===== src/rtl/fc_argmax_8_16_pkg.sv =====
// Shared types and sizing for the FC-layer argmax stage.
package fc_argmax_8_16_pkg;

  localparam int FC_M     = 8;
  localparam int FC_T     = 16;
  localparam int FC_F     = 8;
  localparam int FC_IDX_W = $clog2(FC_M);

  typedef enum logic [0:0] {
    ST_ACCUM = 1'b0,
    ST_HOLD  = 1'b1
  } state_e;

endpackage


===== src/rtl/fc_argmax_8_16_counter.sv =====
// Modulo counter: counts enabled cycles from 0 to OF, flags OF and wraps to 0 on the next enable.
module counter #(
  parameter int OF = 7,
  parameter int W  = $clog2(OF + 1)
) (
  input  logic         clk,
  input  logic         reset,
  input  logic         i_en,
  output logic [W-1:0] o_cnt,
  output logic         o_of
);

  logic [W-1:0] r_cnt;

  assign o_cnt = r_cnt;
  assign o_of  = (r_cnt == W'(OF));

  always_ff @(posedge clk) begin
    if (reset) begin
      r_cnt <= {W{1'b0}};
    end else if (i_en) begin
      r_cnt <= o_of ? {W{1'b0}} : (r_cnt + W'(1));
    end else begin
      r_cnt <= r_cnt;
    end
  end

endmodule


===== src/rtl/fc_argmax_8_16.sv =====
// Argmax over each M-element frame from the final FC layer; one held result per frame
// with a wrapping frame sequence number.
module fc_argmax_8_16
  import fc_argmax_8_16_pkg::*;
#(
  parameter int M = FC_M,
  parameter int T = FC_T,
  parameter int F = FC_F
) (
  input  logic                 clk,
  input  logic                 reset,
  input  logic                 input_valid,
  output logic                 input_ready,
  input  logic [T-1:0]         input_data,
  output logic                 output_valid,
  input  logic                 output_ready,
  output logic [$clog2(M)-1:0] output_index,
  output logic [T-1:0]         output_value,
  output logic [F-1:0]         output_frame
);

  localparam int IW = $clog2(M);

  state_e                r_state;
  logic signed [T-1:0]   r_best_val;
  logic [IW-1:0]         r_best_idx;
  logic                  r_out_valid;
  logic [IW-1:0]         r_out_index;
  logic [T-1:0]          r_out_value;
  logic [F-1:0]          r_out_frame;

  logic                  w_accept;
  logic [IW-1:0]         w_cnt;
  logic                  w_last;
  logic                  w_take;
  logic signed [T-1:0]   w_new_val;
  logic [IW-1:0]         w_new_idx;

  assign w_accept = input_valid && input_ready;

  counter #(
    .OF (M - 1),
    .W  (IW)
  ) u_cnt (
    .clk   (clk),
    .reset (reset),
    .i_en  (w_accept),
    .o_cnt (w_cnt),
    .o_of  (w_last)
  );

  // First element always seeds the best; later ones replace it only if strictly larger,
  // so ties keep the lowest index.
  assign w_take    = (w_cnt == {IW{1'b0}}) || ($signed(input_data) > r_best_val);
  assign w_new_val = w_take ? $signed(input_data) : r_best_val;
  assign w_new_idx = w_take ? w_cnt : r_best_idx;

  assign output_valid = r_out_valid;
  assign output_index = r_out_index;
  assign output_value = r_out_value;
  assign output_frame = r_out_frame;

  always_comb begin
    input_ready = 1'b0;
    if (reset) begin
      input_ready = 1'b0;
    end else if (r_state == ST_ACCUM) begin
      input_ready = 1'b1;
    end else begin
      input_ready = 1'b0;
    end
  end

  always_ff @(posedge clk) begin
    if (reset) begin
      r_state     <= ST_ACCUM;
      r_best_val  <= {T{1'b0}};
      r_best_idx  <= {IW{1'b0}};
      r_out_valid <= 1'b0;
      r_out_index <= {IW{1'b0}};
      r_out_value <= {T{1'b0}};
      r_out_frame <= {F{1'b0}};
    end else begin
      case (r_state)
        ST_ACCUM: begin
          if (w_accept) begin
            r_best_val <= w_new_val;
            r_best_idx <= w_new_idx;
            // The result must include the element accepted on this same edge.
            if (w_last) begin
              r_out_index <= w_new_idx;
              r_out_value <= w_new_val;
              r_out_valid <= 1'b1;
              r_state     <= ST_HOLD;
            end
          end
        end
        ST_HOLD: begin
          if (r_out_valid && output_ready) begin
            r_out_valid <= 1'b0;
            r_out_frame <= r_out_frame + F'(1);
            r_state     <= ST_ACCUM;
          end
        end
        default: begin
          r_state     <= ST_ACCUM;
          r_out_valid <= 1'b0;
        end
      endcase
    end
  end

endmodule


===== config.mk =====
export PLATFORM = sky130hd
export DESIGN_NAME = fc_argmax_8_16
export DESIGN_NICKNAME = d
export VERILOG_FILES = /design/src/rtl/fc_argmax_8_16_pkg.sv /design/src/rtl/fc_argmax_8_16_counter.sv /design/src/rtl/fc_argmax_8_16.sv
export SDC_FILE = /design/constraint.sdc
export NUM_CORES = 1
export LEC_CHECK = 0
export CAP_MARGIN = 10
export CORE_ASPECT_RATIO = 0.5
export CORE_MARGIN = 5
export CORE_UTILIZATION = 35
export DETAILED_ROUTE_END_ITERATION = 12
export GPL_TIMING_DRIVEN = 0
export HOLD_SLACK_MARGIN = 0.06
export PLACE_DENSITY_LB_ADDON = 0.3
export SLEW_MARGIN = 20
export SYNTH_ARGS = -nofsm -noshare
export SYNTH_HDL_FRONTEND = slang
export SYNTH_SLANG_ARGS = --single-unit

===== constraint.sdc =====
create_clock -name clk -period 5.26 [get_ports clk]
set_input_delay 1.052 -clock clk [delete_from_list [all_inputs] [get_ports clk]]
set_output_delay 1.052 -clock clk [all_outputs]
set_load 0.01 [all_outputs]

==> metrics.md <==
| Metric | Value |
|---|---|
| Worst slew pin tran | `535 ps` |
| Final RePlAce weighted congestion | `0.864` |
| EDFF count, synth | `0` |
| Crit path capture type | `register` |
| Initial DRT Pass Iterations | `4` |
| I/O Buffers | `48` |
| Power Dens Cells | `287 nW/um2` |
| Post-CTS sizing | `0` |
| Routed Antenna Nets | `0` |
| Top_reg_cell synth | `dfxtp_1` |
| Cell variety after synth | `40` |
| Total GRT Usage | `0.150` |
| Int Power | `702 uW` |
| CTS tree | `built` |
| Max clock buf depth | `2` |
| DP Worst Slack | `1340 ps` |
| Number of vias per cell | `5.33` |
| Post-route DRC | `0` |
| Final core utilization | `0.462` |
| Crit path launch type | `primary input` |
| Via count | `2329` |
| Top cell type's share of synthesized area | `0.389` |
| Netlist area before placement | `2630 um2` |
| I/O pins | `49` |
| Root Buffer | `clkbuf_16` |
| Yosys warning total | `0` |
| Clk pin slew, worst setup/hold paths | `70 ps` |
| Post-detail-place hpwl | `5050 um` |
| Switching Fraction | `0.279` |
| Die area | `9440 um2` |
| RSZ-0062 raised after global routing | `no` |
| Synth Area per Inst | `9.18 um2` |
| Worst Clk Skew | `8.61 ps` |
| Final Setup Violations | `0` |
| Largest vdd supply drop | `0.000117 V` |
| Final worst setup slack | `1640 ps` |
| Slew margin rel. | `0.643` |
| Asr flop ratio synth | `0` |
| CTS Hold Buffers Added | `0` |
| Chip width | `133 um` |
| Die height | `71.3 um` |
| Area contributors post-synth | `dfxtp_1, ha_1, a32o_1` |
| Initial Util | `0.359` |
| CORE AREA | `7320 um2` |
| GR Overflow Total | `0` |
| Row cnt | `22` |
| Layout Cells excl Fill | `437` |
| Flops & latches, synth | `51` |
| Setup TNS | `0 ps` |
| Syn_nets | `326` |
| Crit path from | `input_data[15]` |
| WP data required | `5440 ps` |
| Area leader, netlist | `dfxtp_1` |
| Area growth syn-to-layout | `28.9%` |
| Final Max Tran Viols | `0` |
| Status | `finished, final reports clean` |
| Syn Inst Count | `286` |
| Htree depth | `2` |
| Worst setup path class | `in2reg` |
| Fmax | `276 MHz` |
| Max-Cap Viols | `0` |
| N_diodes | `0` |
| Part of the power in the clock network | `0.370` |
| Clock sinks | `51` |
| Initial antenna violation count | `0` |
| Setup Buffers After CTS | `0` |
| Skew-Pair Late Insertion Delay | `290 ps` |
| Vias in the first global route | `2305` |
| NetSw | `271 uW` |
| Crit path to | `r_best_val[7]$_SDFFE_PP0P_` |
| Nets | `381` |
| Reg2reg setup slack | `2520 ps` |
| Critical Path Fanout Max | `10` |
| Leak | `0.00120 uW` |
| Period minus WS final | `3630 ps` |
| Overall routed net length | `6800 um` |
| Cells after DPL | `430` |
| CP Data Arrival Time | `3810 ps` |
| Hold Crit Class | `reg2reg` |
| Reg2reg start | `r_best_val[11]$_SDFFE_PP0P_` |
| WHS | `467 ps` |
| Combinational share of power | `0.205` |
| Period utilisation layout | `0.689` |
| 1st-iter DRT viols | `158` |
| Sequential element share of the synthesized area | `0.389` |
| R2R cell count | `9` |
| Share of layout cells above drive strength 1 | `0.0499` |
| CTS buffer count | `5` |
| Reg power frac | `0.425` |
| Hold Fails Final Rpt | `0` |
| Pin count of the biggest net entering global routing | `15` |
| R2r endpoint | `r_best_val[7]$_SDFFE_PP0P_` |
| Post-DR wirelength/cell | `15.6 um` |
| First-pass GRT wire length | `11600 um` |
-- how the worst min path moves through the flow --
| stage | from | to | cells after the start |
|---|---|---|---|
| after CTS | r_best_val[15]$_SDFFE_PP0P_ | r_best_val[15]$_SDFFE_PP0P_ | 1 |
| after global placement | r_best_val[13]$_SDFFE_PP0P_ | r_best_val[13]$_SDFFE_PP0P_ | 1 |
| after global routing | r_best_idx[2]$_SDFFE_PP0P_ | r_best_idx[2]$_SDFFE_PP0P_ | 2 |
| final | r_best_val[12]$_SDFFE_PP0P_ | r_best_val[12]$_SDFFE_PP0P_ | 1 |
| after floorplan | r_best_idx[2]$_SDFFE_PP0P_ | r_best_idx[2]$_SDFFE_PP0P_ | 2 |
| after detailed placement | r_best_val[15]$_SDFFE_PP0P_ | r_best_val[15]$_SDFFE_PP0P_ | 1 |
-- area by class of cell --
| class | instances | area, um2 |
|---|---|---|
| tap | 96 | 120 |
| sequential | 51 | 1020 |
| fill | 693 | 3940 |
| timing repair buffer | 48 | 480 |
| buffer | 19 | 88.8 |
| inverter | 22 | 82.6 |
| clock inverter | 1 | 30.0 |
| multi-input combinational | 194 | 1430 |
| clock buffer | 6 | 129 |
-- stage by stage --
step / area, um2 / power (uW)
3_3_place_gp: 3230 / 615
2_1_floorplan: 2630 / 554
3_5_place_dp: 3230 / 621
5_1_grt: 3390 / 1020
6_report: 3390 / 973
4_1_cts: 3390 / 979
-- cells in the mapped netlist, types with 4 or more instances --
| cell | count |
|---|---|
| o21ai_0 | 19 |
| xor2_1 | 5 |
| nand2_1 | 15 |
| ha_1 | 20 |
| and3_1 | 4 |
| dfxtp_1 | 51 |
| nand3_1 | 5 |
| clkbuf_1 | 15 |
| a32o_1 | 18 |
| nor2_1 | 29 |
| nand4_1 | 4 |
| o31a_1 | 15 |
| inv_1 | 22 |
| a211oi_1 | 18 |
| a21oi_1 | 8 |
-- sequential cells by signal (all words and copies together) (netlist names) --
name / count
output_value: 16
r_best_val: 16
output_frame: 8
output_index: 3
r_best_idx: 3
u_cnt.o_cnt: 3
output_valid: 1
r_state: 1
-- per-layer routing --
metal  global-route usage  wire (um)
met1                0.206       3410
met3               0.0393        343
met4               0.0438         59
met2                0.233       2990
met5                    0          0
-- power by group through the flow --
stage / Sequential [uW] / Combinational, uW / Clock [uW]
after floorplan: 420 / 135 / 0
after global placement: 421 / 194 / 0
after detailed placement: 422 / 199 / 0
after CTS: 414 / 199 / 366
after global routing: 415 / 223 / 385
final: 414 / 199 / 360
-- logic make-up after synthesis --
| logic type | synth area share |
|---|---|
| flops | 0.389 |
| simple gates | 0.128 |
| compound gates | 0.300 |
| fa+ha+maj | 0.0953 |
| buf+inv | 0.0653 |
| xor+xnor | 0.0233 |
-- cell usage in the layout (no fill, tap or decap), types with 5 or more instances in the layout --
cell,count
xor2_1,5
nor2_1,29
a211oi_1,18
a32o_1,18
nand3_1,5
inv_1,22
clkbuf_16,5
nand2_1,15
ha_1,20
clkdlybuf4s50_1,48
o31a_1,15
dfxtp_1,51
o21ai_0,19
clkbuf_1,16
a21oi_1,8
-- critical path: stages --
cell             delay [ps]
clkdlybuf4s50_1         460
ha_1                    360
nand4_2                 160
nor2_1                   80
a221o_1                 380
o31ai_4                 370
nand3_2                 270
clkbuf_1                330
a32o_1                  330
(Power assumes the default switching activity.)
